## src/rtl/sobol_rng_multi_dim.sv

```systemverilog
// Multi-dimension Sobol generator: one shared counter and lowest-zero index drive
// NDIM Gray-code XOR accumulators, each with programmable direction vectors and a scramble mask.
module sobol_rng_multi_dim #(
  parameter int RWID = 8,
  parameter int NDIM = 2,
  parameter int RWL2 = $clog2(RWID),
  parameter int DWL2 = (NDIM > 1 ? $clog2(NDIM) : 1)
) (
  input  logic                 clk,
  input  logic                 rst_n,
  input  logic                 enable,
  input  logic                 restart,
  input  logic                 cfg_we,
  input  logic [DWL2-1:0]      cfg_dim,
  input  logic [RWL2-1:0]      cfg_idx,
  input  logic [RWID-1:0]      cfg_data,
  input  logic                 scr_we,
  input  logic [DWL2-1:0]      scr_dim,
  input  logic [RWID-1:0]      scr_data,
  output logic [NDIM*RWID-1:0] sobolSeq,
  output logic [RWID-1:0]      cntNum,
  output logic                 wrap
);

  localparam logic [DWL2:0] NDIM_L = (DWL2+1)'(NDIM);
  localparam logic [RWL2:0] RWID_L = (RWL2+1)'(RWID);

  logic [RWID-1:0] cnt_q, cnt_d;
  logic            wrap_q, wrap_d;
  logic [RWID-1:0] acc_q  [NDIM];
  logic [RWID-1:0] acc_d  [NDIM];
  logic [RWID-1:0] mask_q [NDIM];
  logic [RWID-1:0] mask_d [NDIM];
  logic [RWID-1:0] dir_q  [NDIM][RWID];
  logic [RWID-1:0] dir_d  [NDIM][RWID];
  logic [RWL2-1:0] lsz;
  logic            cfg_ok, scr_ok;

  // Scanning downward leaves the lowest zero position in lsz.
  always_comb begin
    lsz = '0;
    for (int i = RWID-1; i >= 0; i--) begin
      if (!cnt_q[i]) lsz = RWL2'(i);
    end
  end

  assign cfg_ok = ({1'b0, cfg_dim} < NDIM_L) && ({1'b0, cfg_idx} < RWID_L);
  assign scr_ok = ({1'b0, scr_dim} < NDIM_L);

  always_comb begin
    cnt_d  = cnt_q;
    wrap_d = 1'b0;
    for (int d = 0; d < NDIM; d++) begin
      acc_d[d]  = acc_q[d];
      mask_d[d] = mask_q[d];
      for (int i = 0; i < RWID; i++) dir_d[d][i] = dir_q[d][i];
    end

    if (restart) begin
      cnt_d = '0;
      for (int d = 0; d < NDIM; d++) acc_d[d] = '0;
    end else if (enable) begin
      // An all-ones counter has no zero bit: the period closes and everything returns to 0.
      if (&cnt_q) begin
        cnt_d  = '0;
        wrap_d = 1'b1;
        for (int d = 0; d < NDIM; d++) acc_d[d] = '0;
      end else begin
        cnt_d = cnt_q + 1'b1;
        for (int d = 0; d < NDIM; d++) acc_d[d] = acc_q[d] ^ dir_q[d][lsz];
      end
    end

    if (cfg_we && cfg_ok) dir_d[cfg_dim][cfg_idx] = cfg_data;
    if (scr_we && scr_ok) mask_d[scr_dim] = scr_data;
  end

  always_ff @(posedge clk or negedge rst_n) begin
    if (!rst_n) begin
      cnt_q  <= '0;
      wrap_q <= 1'b0;
      for (int d = 0; d < NDIM; d++) begin
        acc_q[d]  <= '0;
        mask_q[d] <= '0;
        for (int i = 0; i < RWID; i++) dir_q[d][i] <= RWID'(1) << (RWID-1-i);
      end
    end else begin
      cnt_q  <= cnt_d;
      wrap_q <= wrap_d;
      for (int d = 0; d < NDIM; d++) begin
        acc_q[d]  <= acc_d[d];
        mask_q[d] <= mask_d[d];
        for (int i = 0; i < RWID; i++) dir_q[d][i] <= dir_d[d][i];
      end
    end
  end

  for (genvar g = 0; g < NDIM; g++) begin : g_out
    assign sobolSeq[g*RWID +: RWID] = acc_q[g] ^ mask_q[g];
  end

  assign cntNum = cnt_q;
  assign wrap   = wrap_q;

endmodule

```

## config.mk

```make
export PLATFORM = sky130hd
export DESIGN_NAME = sobol_rng_multi_dim
export DESIGN_NICKNAME = d
export VERILOG_FILES = /design/src/rtl/sobol_rng_multi_dim.sv
export SDC_FILE = /design/constraint.sdc
export NUM_CORES = 1
export LEC_CHECK = 0
export ABC_AREA = 1
export BUFFER_PORTS_ARGS = -buffer_cell sky130_fd_sc_hd__buf_2
export CORE_MARGIN = 2
export CORE_UTILIZATION = 30
export CTS_BUF_LIST = sky130_fd_sc_hd__clkbuf_4 sky130_fd_sc_hd__clkbuf_8
export DETAILED_ROUTE_END_ITERATION = 12
export PLACE_DENSITY = 0.46
export SETUP_SLACK_MARGIN = 0.2
export SYNTH_ARGS = -nofsm -noshare
export SYNTH_HDL_FRONTEND = slang
export SYNTH_SLANG_ARGS = --single-unit
export TNS_END_PERCENT = 5
```

## constraint.sdc

```tcl
create_clock -name clk -period 1.8 [get_ports clk]
set_input_delay 0.09 -clock clk [delete_from_list [all_inputs] [get_ports clk]]
set_output_delay 0.09 -clock clk [all_outputs]
set_load 0.02 [all_outputs]
```

==> impl_metrics.yaml <==
routing:
  drt_iter0_drc: 469
  vias: 6937
  drc: 0
  firstDrtPassIters: 5
  viasPerCell: 4.86
  drt_wl_total_microns: 24500
  wl_per_cell_microns: 17.2
  ant_nets: 0
sta:
  max_freq_ghz: 0.527
  relSlewSlack_pct: 52.9
  worst_slew_pin_slew_ns: 0.706
  setup_viol_count_final: 16
  rsz0062_at_grt: "yes"
  min_period_ns: 1.90
  hold_viol: 0
  fin_crit_sh_pct: 105
  finalClockSkew_ns: 0.0135
  setup_ws_ns: -0.0962
  report.final.slew_viol_count: 0
power_and_ir_drop:
  ir_worst_vdd_uv: 379
  intPower_uw: 6920
  sequentialPowerShare_pct: 49.6
  p_clk_share_pct: 28.3
  p_leak_uw: 0.00483
  p_per_area_nw_per_um2: 1000
  combPwrFrac_pct: 22.1
  p_sw_share_pct: 32.3
  p_sw_uw: 3300
place:
  dp_hpwl_microns: 16600
  placed_cells: 1370
  placed_area_sq_um: 9050
  detailedPlace.worstSlack_ns: -0.134
  routabilityCongestion: 0.793
  io_buffers: 51
yosys:
  ys.warnings.count: 0
  synth-seq-cells: 169
  synth.avg_cell_area_sq_um: 8.18
  yosysTopAreaCell: "dfrtp_1"
  yosys-top-cells-count: "nand2_1 (263), nand3_1 (172), dfrtp_1 (153), o21ai_0 (114), inv_1 (57)"
  syn_area_sq_um: 8050
  ys_seq_area_share_pct: 52.8
  synth_cell_types: 31
  yosysMostFrequentCell: "nand2_1"
  synth_top_area_share_pct: 47.6
  synthFlopType: "dfrtp_1"
  synth.area.top_cells: "dfrtp_1 (48%), nand2_1 (12%), nand3_1 (11%)"
  syn-num-nets: 1012
  async_reset_ff_share_pct: 100
  synth_edf_count: 0
  postSynthCellCount: 984
die:
  rows: 59
  pin_count: 52
  core_sq_um: 26200
  dieHeight_microns: 168
  initial_core_util_pct: 30.7
  die_x_microns: 168
  dieArea_sq_um: 28200
run_status:
  violations: "setup timing"
  run_status: "finished, violations left"
clock_network:
  cts_buffers: 17
  cts_tree: "built"
  clk_pin_slew_ns: 0.09
  clock-sinks: 169
  clk_latency_ns: 0.47
  root_buffer: "clkbuf_8"
  clock_path_buffers: 2
  h-tree-depth: 4
critical_path:
  cp_slowest_stage_delay_ns: 0.41
  worst_path_max_delay_cell: "dfrtp_2"
  crit_arrival_ns: 2.27
  cp.buffers_inverters: 3
  cp_top_family: "simple AND/OR/NAND/NOR gates"
  crit_required_ns: 2.17
  path_max_fanout: 16
  end_kind: "register"
  path_cells: "nand2_1, inv_1, a21oi_2, nor3_4, buf_4, buf_4, nand3_1, nand3_4, nand3b_1, nand3_1, nand2_1"
  critPathKind: "reg2reg"
  cp-start-kind: "register"
finish:
  antenna_cells: 0
  fin_cells: 1426
  drive_gt1_share_pct: 24.1
  stdcell_area_sq_um: 10200
  fin_nets: 1106
  syn2layout_area_growth_pct: 26.7
global_routing:
  grt_overflow: 0
  grt_max_degree: 42
  grt_pass1_vias: 6678
  antenna_found_initial: 0
  grt_usage_pct: 18.1
  grt_pass1_wl_microns: 39300
hold_path:
  hold_class: "in2async"
run:
  drv_cap: 0
## placed cells by master, fill, tap and decap left out, types with 2 or more instances in the layout
cell type / n
nand2_1: 245
dfrtp_1: 146
nand3_1: 127
o21ai_0: 114
inv_1: 56
nand3_2: 52
buf_2: 50
nor2_1: 46
buf_4: 42
a21oi_1: 35
xor2_1: 17
clkbuf_8: 17
nand2_2: 16
dfstp_2: 16
nand3b_1: 14
buf_12: 14
dlygate4sd3_1: 13
dfrtp_2: 7
nor3_1: 6
buf_6: 6
clkinv_2: 4
clkbuf_16: 4
nand4_1: 3
inv_4: 3
inv_2: 3
nand2_4: 3
inv_6: 3
bufinv_16: 3
nor3_4: 2
nor2_4: 2
nand2_8: 2
clkinvlp_4: 2
buf_16: 2
buf_8: 2
## flip-flops by register name, indices dropped and copies added (netlist names)
name    flops
dir_q     128
acc_q      16
mask_q     16
cntNum      8
wrap        1
## worst paths after layout
| path | cells after the start | slack [ns] | end | startpoint |
|---|---|---|---|---|
| worst max-delay path | 11 | -0.1 | acc_q[9]$_DFFE_PN0P_ | cntNum[4]$_DFFE_PN0P_ |
| worst min-delay path | 2 | 0.12 | dir_q[83]$_DFFE_PN0P_ | rst_n |
| worst max register to register | 11 | -0.1 | acc_q[9]$_DFFE_PN0P_ | cntNum[4]$_DFFE_PN0P_ |
| worst min register to register | 2 | 0.49 | dir_q[65]$_DFFE_PN0P_ | dir_q[65]$_DFFE_PN0P_ |
| max in group asynchronous | 3 | 0.98 | dir_q[18]$_DFFE_PN1P_ | rst_n |
| min in group clk | 4 | 0.18 | dir_q[64]$_DFFE_PN1P_ | cfg_idx[1] |
## timing repair
item	CTS	global route
buffers inserted	1	3
hold buffers	13	0
cloned	3	4
endpoints found under the hold margin	186	0
gates resized for setup	51	42
pin swaps	23	25
setup endpoints to repair	22	22
## cells by family after synthesis
logic type,synth area share [%]
flops,52.8
compound gates,9.78
buf+inv,6.15
fa+ha+maj,0.155
xor+xnor,1.85
simple gates,29.3
## final cells by class
type,instances,area (sq um)
Fill cell,2679,16000
Sequential cell,169,4260
Multi-Input combinational cell,695,3640
Timing Repair Buffer,133,1230
Tap cell,335,419
Clock buffer,18,241
Inverter,62,240
Clock inverter,14,171
## through the flow
step                      total power (uW)  util (%)  hold slack [ns]  TNS [ns]
after detailed placement              7130      34.5           0.0654     -1.37
after floorplan                       6350         -           -0.206         0
after global placement                7120      34.5           0.0658     -1.04
after global routing                 10900      38.9            0.112     -3.00
after CTS                            10200      37.7            0.121    -0.776
final                                10200      38.9            0.117    -0.755
## power by group through the flow
| stage | Clock (uW) | Sequential (uW) | Combinational, uW |
|---|---|---|---|
| after floorplan | 0 | 4940 | 1410 |
| after global placement | 0 | 5130 | 1990 |
| after detailed placement | 0 | 5120 | 2010 |
| after CTS | 3010 | 5060 | 2150 |
| after global routing | 3160 | 5160 | 2570 |
| final | 2890 | 5070 | 2250 |
## worst register-to-register path, delay by kind of cell, from the launching register on
kind	cells	cell delay [ns]
flops	1	0.41
buf+inv	3	0.57
compound gates	1	0.08
simple gates	7	0.74
## metal layers
layer	global-route usage [%]	share of wire, %
met1	28.0	53
met2	26.2	43
met3	3.20	3.7
met4	3.97	0.86
met5	0	0
Note: power is estimated with default switching activity, not from simulation.
